===== config.mk =====
export PLATFORM = sky130hd
export DESIGN_NAME = mem_arbiter
export DESIGN_NICKNAME = d
export VERILOG_FILES = /design/src/rtl/arb_defs.sv /design/src/rtl/rr_pick2.sv /design/src/rtl/mem_arbiter.sv
export SDC_FILE = /design/constraint.sdc
export NUM_CORES = 1
export LEC_CHECK = 0
export CAP_MARGIN = 10
export CORE_AREA = 2 2 212 214
export DETAILED_ROUTE_END_ITERATION = 10
export DIE_AREA = 0 0 214 216
export DONT_BUFFER_PORTS = 1
export PLACE_DENSITY = 0.3
export SETUP_SLACK_MARGIN = 0.4
export SYNTH_ARGS = -nofsm -noshare
export SYNTH_HDL_FRONTEND = slang
export SYNTH_SLANG_ARGS = --single-unit

===== constraint.sdc =====
create_clock -name clk -period 4.7 [get_ports clk]
set_clock_uncertainty 0.2 [all_clocks]
set_input_delay 0.235 -clock clk [delete_from_list [all_inputs] [get_ports clk]]
set_output_delay 0.235 -clock clk [all_outputs]
set_load 0.01 [all_outputs]

===== src/rtl/arb_defs.sv =====
// Shared definitions for the LemonPC memory arbiter: FSM encoding, owner IDs
// and the byte-mask constants that mirror the mem_mask_* defines.
package arb_defs;

    typedef enum logic [1:0] {
        ST_IDLE  = 2'd0,
        ST_ISSUE = 2'd1,
        ST_WAIT  = 2'd2,
        ST_RESP  = 2'd3
    } arb_state_e;

    localparam logic ARB_IFU = 1'b0;
    localparam logic ARB_LSU = 1'b1;

    localparam logic [7:0] MEM_MASK_NONE  = 8'h00;
    localparam logic [7:0] MEM_MASK_BYTE  = 8'h01;
    localparam logic [7:0] MEM_MASK_HALF  = 8'h03;
    localparam logic [7:0] MEM_MASK_WORD  = 8'h0F;
    localparam logic [7:0] MEM_MASK_DWORD = 8'hFF;

endpackage


===== src/rtl/rr_pick2.sv =====
// Two-way round-robin picker: a lone requester wins; under contention the
// requester that did not win last time is chosen. Output is one-hot (or zero).
module rr_pick2
    import arb_defs::*;
(
    input  logic [1:0] req_valid_i,
    input  logic       last_grant_i,
    output logic [1:0] grant_o
);

    always_comb begin
        grant_o          = 2'b00;
        grant_o[ARB_IFU] = req_valid_i[ARB_IFU] &&
                           (!req_valid_i[ARB_LSU] || (last_grant_i == ARB_LSU));
        grant_o[ARB_LSU] = req_valid_i[ARB_LSU] &&
                           (!req_valid_i[ARB_IFU] || (last_grant_i == ARB_IFU));
    end

endmodule


===== src/rtl/mem_arbiter.sv =====
// Shares one downstream memory port between IFU and LSU, one transaction at a
// time, with round-robin arbitration and registered FSM outputs.
module mem_arbiter
    import arb_defs::*;
#(
    parameter int ADDR_W = 64,
    parameter int DATA_W = 64
) (
    input  logic                clk,
    input  logic                rst,
    input  logic                if_req_valid,
    output logic                if_req_ready,
    input  logic [ADDR_W-1:0]   if_req_addr,
    output logic                if_resp_valid,
    input  logic                if_resp_ready,
    output logic [DATA_W-1:0]   if_resp_rdata,
    input  logic                ls_req_valid,
    output logic                ls_req_ready,
    input  logic [ADDR_W-1:0]   ls_req_addr,
    input  logic                ls_req_wen,
    input  logic [DATA_W-1:0]   ls_req_wdata,
    input  logic [DATA_W/8-1:0] ls_req_wmask,
    output logic                ls_resp_valid,
    input  logic                ls_resp_ready,
    output logic [DATA_W-1:0]   ls_resp_rdata,
    output logic                mem_valid,
    input  logic                mem_ready,
    output logic [ADDR_W-1:0]   mem_addr,
    output logic                mem_wen,
    output logic [DATA_W-1:0]   mem_wdata,
    output logic [DATA_W/8-1:0] mem_wmask,
    input  logic                mem_rvalid,
    input  logic [DATA_W-1:0]   mem_rdata,
    output logic                busy
);

    localparam int MASK_W = DATA_W / 8;

    arb_state_e          state_q;
    logic                last_grant_q;
    logic                owner_q;
    logic [ADDR_W-1:0]   addr_q;
    logic                wen_q;
    logic [DATA_W-1:0]   wdata_q;
    logic [MASK_W-1:0]   wmask_q;
    logic [DATA_W-1:0]   rdata_q;
    logic                mem_valid_q;
    logic                if_resp_valid_q;
    logic                ls_resp_valid_q;
    logic                busy_q;

    logic [1:0]          grant;
    logic                resp_ready;

    rr_pick2 u_pick (
        .req_valid_i  ({ls_req_valid, if_req_valid}),
        .last_grant_i (last_grant_q),
        .grant_o      (grant)
    );

    // Readiness is gated by rst so nothing is accepted while reset is applied.
    assign if_req_ready = (state_q == ST_IDLE) && grant[ARB_IFU] && !rst;
    assign ls_req_ready = (state_q == ST_IDLE) && grant[ARB_LSU] && !rst;
    assign resp_ready   = (owner_q == ARB_IFU) ? if_resp_ready : ls_resp_ready;

    always_ff @(posedge clk) begin
        if (rst) begin
            state_q         <= ST_IDLE;
            last_grant_q    <= ARB_LSU;
            owner_q         <= ARB_IFU;
            addr_q          <= '0;
            wen_q           <= 1'b0;
            wdata_q         <= '0;
            wmask_q         <= '0;
            rdata_q         <= '0;
            mem_valid_q     <= 1'b0;
            if_resp_valid_q <= 1'b0;
            ls_resp_valid_q <= 1'b0;
            busy_q          <= 1'b0;
        end else begin
            case (state_q)
                ST_IDLE: begin
                    if (if_req_valid && if_req_ready) begin
                        owner_q      <= ARB_IFU;
                        last_grant_q <= ARB_IFU;
                        addr_q       <= if_req_addr;
                        wen_q        <= 1'b0;
                        wdata_q      <= '0;
                        wmask_q      <= '0;
                        state_q      <= ST_ISSUE;
                        mem_valid_q  <= 1'b1;
                        busy_q       <= 1'b1;
                    end else if (ls_req_valid && ls_req_ready) begin
                        owner_q      <= ARB_LSU;
                        last_grant_q <= ARB_LSU;
                        addr_q       <= ls_req_addr;
                        wen_q        <= ls_req_wen;
                        wdata_q      <= ls_req_wdata;
                        wmask_q      <= ls_req_wmask;
                        state_q      <= ST_ISSUE;
                        mem_valid_q  <= 1'b1;
                        busy_q       <= 1'b1;
                    end
                end
                ST_ISSUE: begin
                    // A response in the accepting cycle itself is not legal and is dropped.
                    if (mem_ready) begin
                        state_q     <= ST_WAIT;
                        mem_valid_q <= 1'b0;
                    end
                end
                ST_WAIT: begin
                    if (mem_rvalid) begin
                        rdata_q         <= mem_rdata;
                        state_q         <= ST_RESP;
                        if_resp_valid_q <= (owner_q == ARB_IFU);
                        ls_resp_valid_q <= (owner_q == ARB_LSU);
                    end
                end
                ST_RESP: begin
                    if (resp_ready) begin
                        state_q         <= ST_IDLE;
                        if_resp_valid_q <= 1'b0;
                        ls_resp_valid_q <= 1'b0;
                        busy_q          <= 1'b0;
                    end
                end
                default: state_q <= ST_IDLE;
            endcase
        end
    end

    assign mem_valid     = mem_valid_q;
    assign mem_addr      = addr_q;
    assign mem_wen       = wen_q;
    assign mem_wdata     = wdata_q;
    assign mem_wmask     = wmask_q;
    assign if_resp_valid = if_resp_valid_q;
    assign ls_resp_valid = ls_resp_valid_q;
    assign if_resp_rdata = rdata_q;
    assign ls_resp_rdata = rdata_q;
    assign busy          = busy_q;

endmodule


Yosys cells after proc, flatten, opt, wreduce, memory -nomap -nowiden
Index checks and enable logic that the tools add are counted.
{"block": "totals", "reg_bits": 209, "inputBits": 273}
{"block": "op_classes", "n_eq_ne": 7, "mux": 26, "bitwise": 2, "n_reduce_logical": 24}
{"operator": "64-bit 2-to-1 mux", "count": 4}
{"operator": "8-bit 2-to-1 mux", "count": 2}
{"operator": "1-bit 2-to-1 mux", "count": 10}
{"operator": "2-bit 2-to-1 mux", "count": 5}
{"operator": "3-bit AND reduction", "count": 3}
{"operator": "1-bit logical AND", "count": 8}
{"operator": "1-bit case mux with 2 select lines", "count": 4}
{"operator": "2-bit case mux with 4 select lines", "count": 1}
{"operator": "2-bit nonzero test", "count": 4}
{"operator": "2-bit != test, second input constant", "count": 3}
{"operator": "2-bit == test, second input constant", "count": 2}
{"operator": "2-bit AND reduction", "count": 2}
{"operator": "4-bit AND reduction", "count": 1}
{"operator": "1-bit logical NOT", "count": 3}
{"operator": "3-bit by 1-bit != test with 1-bit output, second input constant", "count": 1}
{"operator": "2-bit by 1-bit == test with 1-bit output, second input constant", "count": 1}
{"operator": "2-bit logical NOT", "count": 1}
{"operator": "1-bit logical OR", "count": 2}
{"operator": "1-bit NOT", "count": 2}

Depth between registers and ports, before layout
{"block": "logic_depth", "ltp_word": 9, "depth_mapped": 8}

Modules after synthesis
A second synthesis with hierarchy kept.
{"block": "unflattened", "cells_unflattened": 1083, "area_unflattened_um2": 8783.4}
{"mod": "mem_arbiter", "n_inst": 1, "cells_each": 1080, "area_each_um2": 8764.7, "seq_area_each_um2": 4184.0}
{"mod": "rr_pick2", "n_inst": 1, "cells_each": 3, "area_each_um2": 18.8, "seq_area_each_um2": 0.0}

Worst setup path before layout
No wires, ideal clock.
{"block": "synth_timing", "path_kind": "reg2reg", "from": "register state_q[0]", "to": "register wdata_q[10], in the netlist mem_wdata[10]", "setup_time_ps": 128, "arrival_ps": 1498, "required_time_ps": 4372, "setup_slack_ps": 2874, "path_stages_with_launch": 9, "n_path_buf": 2, "period_less_slack_ps": 1826, "path_cell_list": "dfxtp_1 -> inv_1 -> ha_1 -> nor2b_4 -> and3_1 -> buf_2 -> buf_4 -> a22oi_1 -> nor2_1"}
{"block": "synth_between", "elab_chain_len": 6}
{"item": "from (decl)", "line": "mem_arbiter.sv:39", "rtl": "arb_state_e state_q;"}
{"item": "from (signal assigned)", "line": "mem_arbiter.sv:68", "rtl": "state_q <= ST_IDLE;"}
{"item": "from (signal assigned)", "line": "mem_arbiter.sv:90", "rtl": "state_q <= ST_ISSUE;"}
{"item": "from (signal assigned)", "line": "mem_arbiter.sv:100", "rtl": "state_q <= ST_ISSUE;"}
{"item": "2-bit logical NOT (*)", "line": "mem_arbiter.sv:62, mem_arbiter.sv:63, mem_arbiter.sv:81"}
{"item": "1-bit logical AND (on tied branches) (2 in series)", "line": "mem_arbiter.sv:62, mem_arbiter.sv:63"}
{"item": "1-bit logical AND (on tied branches)", "line": "mem_arbiter.sv:83, mem_arbiter.sv:93"}
{"item": "2-bit nonzero test (no line)"}
{"item": "2-bit AND reduction (no line)"}
{"item": "to (signal assigned)", "line": "mem_arbiter.sv:98", "rtl": "wdata_q <= ls_req_wdata;"}
{"item": "to (decl)", "line": "mem_arbiter.sv:44", "rtl": "logic [DATA_W-1:0] wdata_q;"}
Mark *: on every way between the ends. The rest lies on a longest branch, timed or not.
A chain may end at the register's enable or synchronous reset.

Worst setup path in the final report
{"block": "layout_timing", "from": "register state_q[0]", "to": "register addr_q[46], in the netlist mem_addr[46]"}
{"block": "layout_between", "elab_chain_len": 6}
{"item": "2-bit logical NOT (*)", "line": "mem_arbiter.sv:62, mem_arbiter.sv:63, mem_arbiter.sv:81"}
{"item": "1-bit logical AND (on tied branches) (2 in series)", "line": "mem_arbiter.sv:62, mem_arbiter.sv:63"}
{"item": "1-bit logical AND (on tied branches)", "line": "mem_arbiter.sv:83, mem_arbiter.sv:93"}
{"item": "2-bit nonzero test (no line)"}
{"item": "2-bit AND reduction (no line)"}
{"item": "to (signal assigned)", "line": "mem_arbiter.sv:86", "rtl": "addr_q <= if_req_addr;"}
{"item": "to (signal assigned)", "line": "mem_arbiter.sv:96", "rtl": "addr_q <= ls_req_addr;"}
{"item": "to (decl)", "line": "mem_arbiter.sv:42", "rtl": "logic [ADDR_W-1:0] addr_q;"}
Marks and branches as above.

==> impl_metrics.toml <==
[routing]
num_vias = 7116
wl_per_cell_um = 17.9
wirelength_um = 30500
via_per_inst = 4.17
drc_errors = 0
drt_iter0_drc = 311
first_pass_iters = 4
antenna_left = 0

[layout]
post-route-util = 0.272
n_antenna_cell = 0
nets = 1371
drive_above_1_share = 0.0512
area_growth_pct = 42.6

[sta]
worst_slack_ps = 1290
finalSetupViolCount = 0
relSlewSlack = 0.0876
drv_slew = 0
min_period_over_period = 0.725
period_minus_slack_ps = 3410
fin_hold_ws_ps = -119
clock.fmax_ghz = 0.293
rsz0062_at_grt = "no"
setup_tns_ps = 0
hold_viol_final = 11
worst_slew_pin_slew_ps = 1370

[clock_network]
htreeDepth = 1
cts_tree = "built"
cts_root_buffer = "clkbuf_16"
clk_pin_slew_ps = 60
cts_setup_buffers = 0
cts_buffers = 27
clockBufferDepth = 3
clock_latency_ps = 560
cts.sinks = 209

[logic_synthesis]
syn_nets = 1201
yosysUniqueCellTypes = 32
yosysSeqAreaShare = 0.500
syn_inst = 923
ys_top_cells_by_area = "dfxtp_1 50%, mux2i_1 8.1%, buf_4 6.8%"
synthArstFlopShare = 0
syn-cell-area_um2 = 8370
ys_warn_count = 0
synth_area_per_cell_um2 = 9.07
netlist.area_leader.share = 0.500
yosysTopAreaCell = "dfxtp_1"
synth-main-ff-cell = "dfxtp_1"
synth-edff-count = 0
ys_ff_latch = 209

[global_route]
grt_overflow = 0
antenna_found_initial = 0
grt_pass1_vias = 7234
grtUsageTotal = 0.125
grt_pass1_wl_um = 45300
grt_start_max_net_pins = 213

[floorplanning]
io_pins = 544
coreArea_um2 = 43800
die_h_um = 216
initial_core_util = 0.191
rows = 77
die_x_um = 214
die_area_um2 = 46200

[worst_hold_path]
hold_start = "rst"
hold_path_end = "ls_resp_valid"
min_path_type = "in -> reg"
hold_depth = 2

[setup_path]
crit_chain = "inv_1, ha_1, nor2b_4, nand3_4, buf_4, mux2i_1, dlygate4sd3_1, a211oi_1"
crit_fanout = 37
cp.required_ps = 4920
arrival_ps = 3620
rrSetupSlack_ps = 1290
r2r_end = "mem_addr[46]"
critical_path.max_stage_delay_ps = 580
crit_family = "buffers and inverters"
r2r_cells = 8
crit_buf_inv = 3
start_kind = "register"
crit_type = "reg -> reg"
reg2reg_from = "state_q[0]"
crit_slowest_cell = "dlygate4sd3_1"
worst_setup_path_end_kind = "register"

[placed_design]
port_buffers = 0
gp_congestion = 0.761
dp_hpwl_um = 20200
pre_cts_slack_ps = 1910

[power_and_ir_drop]
irDropWorstVdd_v = 0.000245
leakage_nw = 4.52
power.density_nw_per_um2 = 486

[job]
maxCapViolCount = 0

[outcome]
outcome = "finished, violations left"
failed_checks = "negative hold slack"
==> cell type report <==
class / instances / area, µm²
Clock inverter: 6 / 63.8
Timing Repair Buffer: 278 / 2780
Inverter: 4 / 15.0
Fill cell: 4752 / 31900
Sequential cell: 209 / 4180
Tap cell: 592 / 741
Multi-Input combinational cell: 573 / 3330
Clock buffer: 44 / 810
==> state kept, by name, summed over array words and instances, names as in the netlist <==
| signal | cells |
|---|---|
| if_resp_valid | 1 |
| if_resp_rdata | 64 |
| ls_resp_valid | 1 |
| mem_addr | 64 |
| busy | 1 |
| mem_wmask | 8 |
| owner_q | 1 |
| last_grant_q | 1 |
| state_q | 2 |
| mem_wdata | 64 |
| mem_valid | 1 |
| mem_wen | 1 |
==> through the flow <==
stage                     total power, W  instance area [µm²]  std cells
final                            0.00580                11900       1706
after global routing             0.00617                11900       1706
after CTS                        0.00593                11900       1706
after detailed placement         0.00352                 8330       1385
after global placement           0.00351                 8330       1385
after floorplan                  0.00335                 8370        923
==> synth_stat cells, types with 2 or more instances <==
cell	number
inv_1	3
a211oi_1	66
nor2_1	143
nand2_1	131
nor2b_1	2
buf_6	6
mux2i_1	68
buf_4	76
dfxtp_1	209
a22oi_1	73
clkbuf_1	38
nand2b_1	3
ha_1	5
a21oi_1	66
buf_2	17
==> routing by layer <==
metal | vias to the layer above | track usage | routed length, µm
met5 | - | 0 | 0
met4 | 0 | 0.0497 | 1000
met3 | 51 | 0.0386 | 2590
met2 | 333 | 0.225 | 15200
met1 | 3260 | 0.137 | 11700
li1 | 3472 | - | -
==> repair_timing <==
action | CTS | global route
gates resized for setup | 0 | 0
hold buffers | 271 | 0
hold endpoints to repair | 209 | 0
==> cells in the final DEF, fill, tap and decap left out, drive strengths merged, types with 2 or more instances in the layout <==
cell type and count:
dlygate4sd3 270, dfxtp 209, nor2 143, nand2 131, a22oi 73, mux2i 68
a211oi 67, a21oi 66, clkbuf 44, buf 8, ha 5, inv 5
nand2b 3, nor2b 3, clkinvlp 2, clkinv 2, o21ai 2
==> how the worst max path moves through the flow <==
stage / cells after the start / startpoint / to
2_1_floorplan: 8 / state_q[0] / mem_wdata[10]
3_3_place_gp: 7 / state_q[0] / mem_addr[62]
3_5_place_dp: 7 / state_q[1] / mem_addr[38]
4_1_cts: 8 / state_q[0] / mem_addr[51]
5_1_grt: 8 / state_q[0] / mem_addr[62]
6_report: 8 / state_q[0] / mem_addr[46]
==> power breakdown <==
part | switching, W | internal, W
combinational | 0.000693 | 0.000608
sequential | 0.000415 | 0.00205
clock | 0.000805 | 0.00122
total | 0.00191 | 0.00389
==> kinds of logic after synthesis <==
kind of cell | after synthesis | synth area share
buffers and inverters | 141 | 0.105
DFF | 209 | 0.500
AOI/OAI and AO/OA | 215 | 0.174
adders and majority gates | 5 | 0.00748
muxes | 68 | 0.0813
and+or+nand+nor | 285 | 0.132
Note: power is estimated with default switching activity, not from simulation.
